$ cat config.mk
export PLATFORM = sky130hd
export DESIGN_NAME = lfsr_seq_monitor
export DESIGN_NICKNAME = d
export VERILOG_FILES = /design/src/rtl/lfsr_seq_monitor_pkg.sv /design/src/rtl/lfsr_seq_monitor_seq_match_fsm.sv /design/src/rtl/lfsr_seq_monitor.sv
export SDC_FILE = /design/constraint.sdc
export NUM_CORES = 1
export LEC_CHECK = 0
export ABC_AREA = 1
export BUFFER_PORTS_ARGS = -buffer_cell sky130_fd_sc_hd__buf_2
export CORE_MARGIN = 5
export CORE_UTILIZATION = 35
export DETAILED_ROUTE_END_ITERATION = 16
export GPL_TIMING_DRIVEN = 0
export PLACE_DENSITY_LB_ADDON = 0.25
export SYNTH_ARGS = -nofsm -noshare
export SYNTH_HDL_FRONTEND = slang
export SYNTH_SLANG_ARGS = --single-unit
$ cat constraint.sdc
create_clock -name clk -period 1.4 [get_ports clk]
set_input_delay 0.07 -clock clk [delete_from_list [all_inputs] [get_ports clk]]
set_output_delay 0.07 -clock clk [all_outputs]
set_load 0.02 [all_outputs]
$ cat src/rtl/lfsr_seq_monitor_pkg.sv
`default_nettype none
// ============================================================================
// lfsr_seq_monitor_pkg: shared state encoding and maximal-length tap masks.
// Revision: 1.0
// ============================================================================
package lfsr_seq_monitor_pkg;

   typedef enum logic [1:0] {
      IDLE = 2'd0,
      FILL = 2'd1,
      RUN  = 2'd2
   } seq_state_e;

   localparam logic [31:0] TAPS_W4  = 32'h0000_000C;
   localparam logic [31:0] TAPS_W22 = 32'h0030_0000;

   // Maximal-length Fibonacci masks (bit k set means q[k] feeds the XOR).
   function automatic logic [31:0] default_taps(input int width);
      logic [31:0] taps;
      taps = 32'h0;
      case (width)
         3:       taps = 32'h0000_0006;
         4:       taps = TAPS_W4;
         5:       taps = 32'h0000_0014;
         6:       taps = 32'h0000_0030;
         7:       taps = 32'h0000_0060;
         8:       taps = 32'h0000_00B8;
         16:      taps = 32'h0000_B400;
         22:      taps = TAPS_W22;
         24:      taps = 32'h00E1_0000;
         32:      taps = 32'h8020_0003;
         default: taps = 32'h0;
      endcase
      return taps;
   endfunction

endpackage : lfsr_seq_monitor_pkg
`default_nettype wire

$ cat src/rtl/lfsr_seq_monitor_seq_match_fsm.sv
`default_nettype none
// ============================================================================
// seq_match_fsm: shift history, fill-tracking FSM, pattern pulse, saturating count.
// Revision: 1.0
// ============================================================================
module seq_match_fsm
   import lfsr_seq_monitor_pkg::*;
#(
   parameter int                 PAT_LEN = 4,
   parameter logic [PAT_LEN-1:0] PATTERN = 4'b1111,
   parameter int                 CNT_W   = 11
) (
   input  logic             clk,
   input  logic             rst_n,
   input  logic             step,
   input  logic             restart,
   input  logic             cnt_clr,
   input  logic             b,
   output logic             seq_detected,
   output logic [CNT_W-1:0] det_count
);

   localparam int                FILL_W    = $clog2(PAT_LEN);
   localparam logic [FILL_W-1:0] FILL_LAST = FILL_W'(PAT_LEN - 1);
   localparam logic [CNT_W-1:0]  CNT_MAX   = '1;

   seq_state_e           state, state_nx;
   logic [PAT_LEN-2:0]   hist, hist_nx;
   logic [FILL_W-1:0]    fill, fill_nx;
   logic [PAT_LEN-1:0]   window;
   logic                 match;
   logic [CNT_W-1:0]     count_nx;

   assign window = {hist, b};

   always_ff @(posedge clk or negedge rst_n) begin
      if (!rst_n) begin
         state        <= IDLE;
         hist         <= '0;
         fill         <= '0;
         seq_detected <= 1'b0;
         det_count    <= '0;
      end else begin
         state        <= state_nx;
         hist         <= hist_nx;
         fill         <= fill_nx;
         seq_detected <= match;
         det_count    <= count_nx;
      end
   end

   always_comb begin
      state_nx = state;
      hist_nx  = hist;
      fill_nx  = fill;
      match    = 1'b0;
      count_nx = det_count;

      if (restart) begin
         state_nx = IDLE;
         hist_nx  = '0;
         fill_nx  = '0;
      end else if (step) begin
         hist_nx = window[PAT_LEN-2:0];
         // A match needs a full window: RUN, or the step that completes FILL.
         match = (window == PATTERN) &&
                 ((state == RUN) || ((state == FILL) && (fill == FILL_LAST)));
         case (state)
            IDLE: begin
               state_nx = FILL;
               fill_nx  = FILL_W'(1);
            end
            FILL: begin
               if (fill == FILL_LAST) state_nx = RUN;
               else                   fill_nx  = fill + 1'b1;
            end
            RUN:     state_nx = RUN;
            default: state_nx = IDLE;
         endcase
      end

      if (cnt_clr)                          count_nx = '0;
      else if (match && det_count != CNT_MAX) count_nx = det_count + 1'b1;
   end

endmodule : seq_match_fsm
`default_nettype wire

$ cat src/rtl/lfsr_seq_monitor.sv
`default_nettype none
// ============================================================================
// lfsr_seq_monitor: Fibonacci LFSR with serial pattern detector and detection
// counter. Optional run-time seed load when LFSR_SEED_LOAD_EN is defined.
// Revision: 1.0
// ============================================================================
module lfsr_seq_monitor
   import lfsr_seq_monitor_pkg::*;
#(
   parameter int                 WIDTH   = 22,
   parameter logic [WIDTH-1:0]   TAPS    = 22'h300000,
   parameter logic [WIDTH-1:0]   SEED    = {{(WIDTH-1){1'b0}}, 1'b1},
   parameter int                 PAT_LEN = 4,
   parameter logic [PAT_LEN-1:0] PATTERN = 4'b1111,
   parameter int                 CNT_W   = 11
) (
   input  logic             clk,
   input  logic             rst_n,
   input  logic             sh_en,
   input  logic             cnt_clr,
`ifdef LFSR_SEED_LOAD_EN
   input  logic             seed_ld,
   input  logic [WIDTH-1:0] seed_in,
`endif
   output logic [WIDTH-1:0] lfsr_out,
   output logic             lfsr_msb,
   output logic             max_tick,
   output logic             seq_detected,
   output logic [CNT_W-1:0] det_count
);

   logic [WIDTH-1:0] q, q_next, q_d, seed_ref;
   logic             step, restart, b;

   assign b      = q[WIDTH-1];
   assign q_next = {q[WIDTH-2:0], ^(q & TAPS)};

`ifdef LFSR_SEED_LOAD_EN
   logic [WIDTH-1:0] load_val;

   // A zero seed would lock the register up, so fall back to SEED.
   assign load_val = (seed_in == '0) ? SEED : seed_in;
   assign restart  = seed_ld;
   assign step     = sh_en & ~seed_ld;

   always_ff @(posedge clk or negedge rst_n) begin
      if (!rst_n)       seed_ref <= SEED;
      else if (seed_ld) seed_ref <= load_val;
   end

   always_comb begin
      q_d = q;
      if (seed_ld)   q_d = load_val;
      else if (step) q_d = q_next;
   end
`else
   assign restart  = 1'b0;
   assign step     = sh_en;
   assign seed_ref = SEED;

   always_comb begin
      q_d = q;
      if (step) q_d = q_next;
   end
`endif

   always_ff @(posedge clk or negedge rst_n) begin
      if (!rst_n) begin
         q        <= SEED;
         max_tick <= 1'b0;
      end else begin
         q        <= q_d;
         max_tick <= step && (q_next == seed_ref);
      end
   end

   seq_match_fsm #(
      .PAT_LEN (PAT_LEN),
      .PATTERN (PATTERN),
      .CNT_W   (CNT_W)
   ) u_seq_match_fsm (
      .clk          (clk),
      .rst_n        (rst_n),
      .step         (step),
      .restart      (restart),
      .cnt_clr      (cnt_clr),
      .b            (b),
      .seq_detected (seq_detected),
      .det_count    (det_count)
   );

   assign lfsr_out = q;
   assign lfsr_msb = q[WIDTH-1];

endmodule : lfsr_seq_monitor
`default_nettype wire

==> results of run 1 <==
[cell usage in the layout, fill, tap and decap left out, types with 2 or more instances in the layout]
cell and count:
nand4_1 2, xor2_1 2, nor4_1 3, nand2_4 3, inv_2 3, o21ai_0 26, nand3_2 7, a21oi_1 4
clkbuf_8 5, ha_1 2, inv_1 27, dfrtp_2 3, dfrtp_1 38, bufinv_16 2, nand2_1 64, buf_2 39
clkbuf_1 5, buf_6 2, ha_4 3, nand3_1 14, nor2_4 2, buf_4 28, nor2_1 19
[cells by family (layout without fill, tap and decap cells)]
family / after synthesis / in the layout / synth area share [%]
compound gates: 34 / 34 / 8.083
xor+xnor: 3 / 3 / 1.213
fa+ha+maj: 6 / 6 / 3.464
buf+inv: 60 / 114 / 14.61
flops: 42 / 42 / 48.56
simple gates: 117 / 117 / 24.08
[area by class of cell]
class	count	area, µm²	share of cell area (%)
Buffer	30	203.9	7.423
Multi-Input combinational cell	160	887.1	32.29
Inverter	30	112.6	4.098
Sequential cell	42	1056	38.43
Clock buffer	5	68.82	2.505
Tap cell	75	93.84	3.415
Clock inverter	3	68.82	2.505
Timing Repair Buffer	46	256.5	9.335
[sequential cells by signal, summed over array words and instances, names as in the netlist]
signal,count
u_seq_match_fsm.det_count,11
u_seq_match_fsm.fill,2
max_tick,1
lfsr_out,22
u_seq_match_fsm.seq_detected,1
u_seq_match_fsm.hist,3
u_seq_match_fsm.state,2
[routing by layer]
layer  up-vias  track usage [%]  wire [µm]
met5         -                0          0
met4         0            4.121         64
met3         7            2.980        211
met2        28            19.50       2100
met1       783            16.99       2227
li1        914                -          -
[critical path: stages, from the launching register on]
cell and delay [ps]:
dfrtp_1 400, ha_2 220, a21oi_2 70, nor3_4 190, nand2_4 110, buf_6 150, nand3_1 60, nand2_1 60
[metrics by stage]
step                      area [µm²]  TNS (ps)  util [%]  hold slack (ps)
after detailed placement        2454     -1525     41.20            280.3
after floorplan                 2170         0         -           -225.6
after global routing            2748    -479.5     46.13            38.76
after CTS                       2704    -51.54     45.40            27.91
after global placement          2454     -1542     41.20            285.9
final                           2748         0     46.13            41.47
[what timing repair did]
item / 4_1_cts / 5_1_grt
endpoints found under the setup margin: 10 / 11
buffers inserted: 5 / 1
pin swaps: 9 / 8
hold endpoints to repair: 41 / 0
hold buffers: 1 / 0
resized for setup: 15 / 8
gates cloned: 1 / 0
[power by group]
part / leakage (nW) / internal, mW / switching (mW)
Sequential: 0.548 / 1.41 / 0.179
Combinational: 0.819 / 0.495 / 0.598
Clock: 0.0683 / 0.715 / 0.438
Total: 1.44 / 2.62 / 1.21
[path summary, 6_finish.rpt]
kind / from / endpoint / slack [ps]
setup / recovery: u_seq_match_fsm.fill[0] / u_seq_match_fsm.det_count[8] / 20
hold / removal: cnt_clr / u_seq_match_fsm.det_count[10] / 40
setup reg to reg: u_seq_match_fsm.fill[0] / u_seq_match_fsm.det_count[8] / 20
hold reg to reg: lfsr_out[0] / lfsr_out[0] / 490
max in group asynchronous: rst_n / u_seq_match_fsm.det_count[0] / 300
min in group asynchronous: rst_n / lfsr_out[3] / 450
==> impl_metrics.csv, run 1 <==
group,metric,value,unit
routing,wl_per_cell,11.77,µm
routing,wl,4.603,mm
routing,drtIter0Drc,87,
setup_path,end_kind,"flop",
sta,fin_crit,1375,ps
outcome,status,"finished clean",
sta,maxSlewHeadroom,38.24,%
logic_synthesis,synth_commonest_cells,"nand2_1 (65), dfrtp_1 (41), inv_1 (29)",
logic_synthesis,yosys_warnings,0,
sta,fin_ws,24.57,ps
logic_synthesis,synth_area,0.002167,mm²
sta,drv_slew,0,
worst_hold_path,holdPathStages,2,
placed_design,dp_hpwl,3.199,mm
routing,vias_per_cell,4.430,
global_route,grt_max_degree,43,
routing,dr.pass1.iters,4,
logic_synthesis,synth_cell_types,27,
global_route,antenna_found_initial,0,
finish,diodes,0,
floorplanning,start_util,36.39,%
sta,min_period_over_period,98.24,%
finish,final_nets,325,
setup_path,worstSetupPathType,"flop to flop",
logic_synthesis,synth_top_cell_area_share,47.34,%
placed_design,port-buffer-count,38,
routing,postRouteAntennaNets,0,
cts,htreeDepth,2,
cts,clock_path_buffers,2,
cts,numCtsBuffers,5,
routing,drc,0,
pwr,powerDensity,1396,mW/mm²
logic_synthesis,synth.most_common_cell,"nand2_1",
floorplanning,fp.coreArea,0.005956,mm²
pwr,p_leak,1.436,nW
global_route,grt.overflow.total,0,
sta,tightest_slew,926.4,ps
sta,hold_viol,0,
global_route,track_usage,12.47,%
floorplanning,die_area,0.007865,mm²
cts,cts.sinks,42,
logic_synthesis,ys_ff_latch,42,
logic_synthesis,synth.area.top_cells,"dfrtp_1 (47%), nand2_1 (11%), buf_4 (7.6%)",
cts,cts-root-buf,"clkbuf_8",
setup_path,reg2reg_depth,7,
placed_design,dpl.cell_count,375,
sta,fmax,727.0,MHz
cts,path_clk_slew,90,ps
logic_synthesis,yosysTopAreaCell,"dfrtp_1",
setup_path,crit_fanout,5,
cts,cts_tree,"done",
run,drv_cap,0,
setup_path,startpoint_type,"flop",
logic_synthesis,synthCells,262,
sta,rsz0062_at_grt,"true",
sta,setup_viol,0,
global_route,grt_pass1_wl,7.645,mm
finish,drive_gt1_share,32.59,%
worst_hold_path,holdCritPathClass,"input pin to flop",
cts,clock_latency,300,ps
setup_path,cp.arrival,1560,ps
floorplanning,fp.dieW,88.69,µm
logic_synthesis,seq_area_frac_synth,48.56,%
placed_design,gp_congestion,0.8187,
setup_path,crit_required,1590,ps
placed_design,place_ws,-161.8,ps
logic_synthesis,synth_edf_count,0,
global_route,grt_pass1_vias,1602,
floorplanning,fp.dieH,88.69,µm
logic_synthesis,async_reset_ff_share,100.0,%
sta,clock_skew,10.67,ps
pwr,irDropWorstVdd,0.5986,mV
floorplanning,num_rows,28,
finish,final_cells,391,
finish,fillers,582,
logic_synthesis,synthFlopType,"dfrtp_1",
finish,area_growth,26.79,%
floorplanning,ioPinCount,40,
pwr,power.total,3.835,mW
routing,routed-via-count,1732,
logic_synthesis,syn_area_per_cell,8.271,µm²
logic_synthesis,synth_nets,272,
No activity file was read; power rests on OpenSTA's default activity.
==> run 2, diff against run 1 <==
--- a/config.mk
+++ b/config.mk
@@ -17 +17,2 @@
 export SYNTH_SLANG_ARGS = --single-unit
+export TNS_END_PERCENT = 20
==> constraint.sdc (replaced) <==
create_clock -name clk -period 1.4 [get_ports clk]
set_input_delay 0.28 -clock clk [delete_from_list [all_inputs] [get_ports clk]]
set_output_delay 0.28 -clock clk [all_outputs]
set_load 0.02 [all_outputs]
==> run 2 against run 1 <==
  * Clock power about the same
  * Setup slack better by 5.0 ps
  * Fmax up 0.37%
  * Final area down 0.32%
  * Count of clock-buffer cells in the layout unchanged
  * Sequential share of layout area up 0.12 points
  * Sequential power about the same
  * Critical path depth unchanged
  * Die area unchanged
  * Critical endpoint unchanged
==> impl_metrics.csv, run 2 (synthesized netlist as in run 1, its figures left out) <==
group,metric,value,unit
floorplanning,fp.dieW,88.69,µm
cts,clock_path_buffers,2,
sta,clock_skew,10.82,ps
setup_path,crit_fanout,5,
floorplanning,die_area,0.007865,mm²
setup_path,worstSetupPathType,"flop to flop",
finish,mostFrequentLayoutCells,"nand2_1 (64), buf_2 (38), dfrtp_1 (38)",
setup_path,cp.arrival,1560,ps
cts,postCtsHoldBufs,0,
sta,min_period_over_period,97.88,%
cts,htreeDepth,2,
sta,rsz0062_at_grt,"true",
placed_design,dpl.cell_count,375,
routing,postRouteAntennaNets,0,
sta,hold_ws,115.0,ps
sta,drv_slew,0,
floorplanning,ioPinCount,40,
cts,clock_latency,300,ps
global_route,track_usage,12.38,%
setup_path,startpoint_type,"flop",
sta,hold_viol,0,
finish,area_growth,26.39,%
setup_path,critPathLaunch,"u_seq_match_fsm.fill[0]",
cts,cts.sinks,42,
sta,fmax,729.7,MHz
outcome,status,"finished clean",
finish,final_cells,390,
worst_hold_path,holdCritPathClass,"input pin to asynchronous set/reset pin",
setup_path,end_kind,"flop",
cts,cts-root-buf,"clkbuf_8",
pwr,irDropWorstVdd,0.6032,mV
sta,maxSlewHeadroom,37.93,%
global_route,grt.overflow.total,0,
finish,final_nets,324,
global_route,grt_max_degree,43,
cts,path_clk_slew,80,ps
finish,drive_gt1_share,32.38,%
routing,vias_per_cell,4.479,
run,drv_cap,0,
finish,post-route-util,45.99,%
sta,fin_crit,1370,ps
cts,numCtsBuffers,5,
global_route,grt_pass1_wl,7.596,mm
placed_design,port-buffer-count,38,
global_route,grt_pass1_vias,1591,
finish,diodes,0,
floorplanning,fp.dieH,88.69,µm
routing,dr.pass1.iters,4,
routing,wl,4.617,mm
global_route,antenna_found_initial,0,
floorplanning,num_rows,28,
finish,final_common_cell,"nand2_1",
floorplanning,start_util,36.39,%
finish,largest_reg_flops,22,
sta,setup_viol,0,
routing,drtIter0Drc,75,
placed_design,gp_congestion,0.8187,
floorplanning,fp.coreArea,0.005956,mm²
setup_path,crit_required,1590,ps
routing,drc,0,
pwr,powerDensity,1402,mW/mm²
sta,tightest_slew,931.0,ps
pwr,p_leak,1.433,nW
placed_design,dp_hpwl,3.199,mm
cts,cts_tree,"done",
routing,routed-via-count,1747,
setup_path,rr_startpoint,"u_seq_match_fsm.fill[0]",
routing,wl_per_cell,11.84,µm
-- run 2: changes by cell type in the layout (fill, tap and decap cells not counted) --
cell	delta
buf_2	-1
buf_6	+1
dlygate4sd3_1	-1
nand3_1	+1
nand3_2	-1
-- run 2: layout make-up --
class / count / area (µm²)
Clock buffer: 5 / 68.82
Fill cell: 583 / 3217
Sequential cell: 42 / 1056
Clock inverter: 3 / 68.82
Buffer: 30 / 203.9
Tap cell: 75 / 93.84
Multi-Input combinational cell: 160 / 882.1
Inverter: 30 / 112.6
Timing Repair Buffer: 45 / 252.7
-- run 2: final timing paths --
kind | endpoint | slack [ps] | cells past startpoint
worst max-delay path | u_seq_match_fsm.det_count[8] | 30 | 7
min in group clk | u_seq_match_fsm.det_count[10] | 260 | 2
worst max register to register | u_seq_match_fsm.det_count[8] | 30 | 7
worst min-delay path | lfsr_out[3] | 120 | 1
worst min register to register | lfsr_out[0] | 490 | 2
max in group asynchronous | u_seq_match_fsm.det_count[0] | 630 | 1
-- run 2: where the power goes --
part	switching (mW)	internal, mW
Sequential	0.178	1.41
Clock	0.435	0.715
Combinational	0.599	0.502
-- run 2: through the flow --
stage,total power [mW],instance area (µm²),TNS (ps),setup slack [ps]
CTS,3.866,2691,-52.12,-14.30
global route,4.092,2739,-402.8,-58.89
detailed placement,2.550,2454,-1525,-161.8
global placement,2.531,2454,-1542,-163.6
floorplan,2.275,2170,0,7.078
finish,3.841,2739,0,29.61
-- run 2: repair_timing --
action / CTS / global route
cloned: 1 / 0
buffers inserted: 5 / 1
pin swaps: 9 / 8
gates resized for setup: 15 / 9
endpoints found under the setup margin: 11 / 13
-- run 2: worst max-delay path, cell delays in order (launching register included) --
cell and delay, ps:
dfrtp_1 400, ha_2 220, a21oi_2 70, nor3_4 180, nand2_4 110, buf_6 150
nand3_1 60, nand2_1 60
-- run 2: per-layer routing --
layer / vias up / global-route usage (%) / share of wire, %
met3: 7 / 2.980 / 4.5
met2: 28 / 19.23 / 45
met1: 800 / 16.93 / 49
li1: 912 / - / -
met4: 0 / 4.121 / 1.4
met5: - / 0 / 0
==> run 3, diff against run 2 <==
- CORE_UTILIZATION: 35 -> 30
==> run 3 against run 2 <==
  * The flow now finishes with violations (negative setup slack)
  * Sequential power barely moved
  * Routed wire length grew 4.5%
  * Final area up 1.0%
  * Utilization is 7.2 points lower
  * Flip-flop and latch count stayed put
  * Global-route usage down 1.6 points
  * Sequential share of layout area decreased by 0.34 points
  * Cell count increased by 6.7%
  * Register-to-register slack worse by 30 ps
  * Non-clock buffer count up 2
  * Critical endpoint is now u_seq_match_fsm.det_count[7]
  * Largest cell class unchanged
==> impl_metrics.csv, run 3 (synthesized netlist as in run 1, its figures left out) <==
group,metric,value,unit
placed_design,dpl.cell_count,399,
setup_path,cp.arrival,1620,ps
routing,dr.pass1.iters,4,
sta,rsz0062_at_grt,"true",
setup_path,crit_fanout,5,
sta,fin_crit,1402,ps
finish,area_growth,27.66,%
finish,final_cells,416,
finish,mostFrequentLayoutCells,"nand2_1 (61), buf_2 (38), dfrtp_1 (37)",
global_route,grt.overflow.total,0,
floorplanning,fp.dieH,94.99,µm
pwr,p_leak,1.433,nW
routing,drtIter0Drc,96,
setup_path,reg2reg_depth,8,
routing,wl,4.825,mm
sta,tightest_slew,956.9,ps
routing,routed-via-count,1774,
cts,numCtsBuffers,5,
cts,cts.sinks,42,
sta,clock_skew,15.06,ps
outcome,status,"finished with violations",
cts,clock_latency,300,ps
pwr,irDropWorstVdd,0.4983,mV
sta,drv_slew,0,
pwr,sw_frac_of_total,35.14,%
worst_hold_path,holdCritPathClass,"input pin to asynchronous set/reset pin",
sta,maxSlewHeadroom,36.20,%
cts,htreeDepth,2,
floorplanning,fp.dieW,94.99,µm
pwr,power_frac_comb,31.7,%
floorplanning,die_area,0.009023,mm²
outcome,violations,"negative setup slack",
floorplanning,ioPinCount,40,
finish,diodes,0,
finish,final_common_cell,"nand2_1",
global_route,grt_pass1_vias,1667,
global_route,track_usage,10.81,%
setup_path,r2r_slack,-2,ps
finish,final_nets,326,
setup_path,r2r-end,"u_seq_match_fsm.det_count[7]",
pwr,intPower,2.273,mW
floorplanning,num_rows,31,
sta,fmax,713.4,MHz
sta,min_period_over_period,100.1,%
finish,largest_reg_flops,22,
global_route,grt_pass1_wl,7.693,mm
finish,multi_input_area,907.1,µm²
sta,hold_viol,0,
placed_design,placed_area,0.002484,mm²
cts,cts-root-buf,"clkbuf_8",
sta,fin_ws,-1.686,ps
global_route,antenna_found_initial,0,
setup_path,crit_required,1620,ps
cts,path_clk_slew,100,ps
cts,postCtsHoldBufs,0,
setup_path,critPathLaunch,"u_seq_match_fsm.det_count[1]",
finish,final_area,0.002766,mm²
finish,drive_gt1_share,35.33,%
floorplanning,fp.coreArea,0.007137,mm²
cts,clock_path_buffers,2,
sta,tns,-1.953,ps
floorplanning,start_util,30.36,%
sta,setup_viol,2,
run,drv_cap,0,
placed_design,port-buffer-count,38,
placed_design,dp_hpwl,3.278,mm
pwr,power_frac_clock,23.3,%
sta,hold_ws,127.1,ps
routing,drc,0,
finish,ff_latch_area,0.001057,mm²
pwr,seqPwrFrac,45.0,%
cts,cts_tree,"done",
finish,post-route-util,38.76,%
routing,vias_per_cell,4.264,
pwr,powerDensity,1267,mW/mm²
finish,fillers,747,
routing,wl_per_cell,11.60,µm
global_route,grt_max_degree,43,
setup_path,worstSetupPathType,"flop to flop",
setup_path,rr_startpoint,"u_seq_match_fsm.det_count[1]",
routing,postRouteAntennaNets,0,
setup_path,startpoint_type,"flop",
pwr,p_switching,1.232,mW
setup_path,end_kind,"flop",
placed_design,gp_congestion,0.7930,
run 3: cell types whose count changed in the layout (fill, tap and decap cells not counted), moves of 2 or more:
cell / before / now
bufinv_16: 2 / 0
nor2_2: 0 / 2
nand2_1: 64 / 61
nand3_2: 6 / 9
nand2_2: 1 / 3
buf_4: 28 / 30
nand3_1: 15 / 12
run 3: worst max-delay path by stage:
stage / slack (ps) / to
5_1_grt: -60 / u_seq_match_fsm.det_count[3]
3_3_place_gp: -150 / u_seq_match_fsm.det_count[9]
2_1_floorplan: 7 / u_seq_match_fsm.det_count[4]
3_5_place_dp: -150 / u_seq_match_fsm.det_count[3]
4_1_cts: -20 / u_seq_match_fsm.det_count[7]
6_report: -2 / u_seq_match_fsm.det_count[7]
run 3: metrics by stage:
step | total power [mW] | setup slack (ps)
floorplan | 2.275 | 7.078
global placement | 2.539 | -148.1
detailed placement | 2.561 | -154.8
CTS | 3.548 | -20.45
global route | 3.762 | -60.47
finish | 3.505 | -1.686
run 3: critical path, stage by stage, from the launching register on:
cell and delay (ps):
dfrtp_2 430, ha_4 170, nand2_4 60, nor2_4 160, nand3_2 110, nand2_4 120
buf_6 140, nand3_2 60, o21ai_1 80
run 3: metal layers:
layer	up-vias	GRT usage (%)	wire [µm]	share of wire, %
met5	-	0	0	0
met4	0	4.087	70	1.5
met3	5	2.550	172	3.6
met2	30	17.56	2332	48
met1	826	13.93	2249	47
li1	913	-	-	-
run 3: repair_timing:
action                                 in CTS  in global routing
buffers inserted                            6                  2
gates resized for setup                    12                 20
gates cloned                                1                  0
pin swaps                                  11                 10
setup endpoints to repair                  11                 12
endpoints found under the hold margin       0                  0
run 3: power by group through the flow:
stage | clock network, mW | registers, mW | logic (mW)
floorplan | 0 | 1.56 | 0.715
global placement | 0 | 1.59 | 0.952
detailed placement | 0 | 1.59 | 0.973
CTS | 0.856 | 1.57 | 1.12
global route | 0.907 | 1.61 | 1.25
finish | 0.818 | 1.58 | 1.11
run 3: cell type report:
type | instances | share of cell area, %
flip-flops and latches | 42 | 38.22
plain buffers | 30 | 7.372
multi-input cells | 160 | 32.79
clock inverters | 3 | 0.9046
repair buffers | 47 | 9.679
well taps | 99 | 4.478
inverters | 30 | 4.071
clock buffers | 5 | 2.488
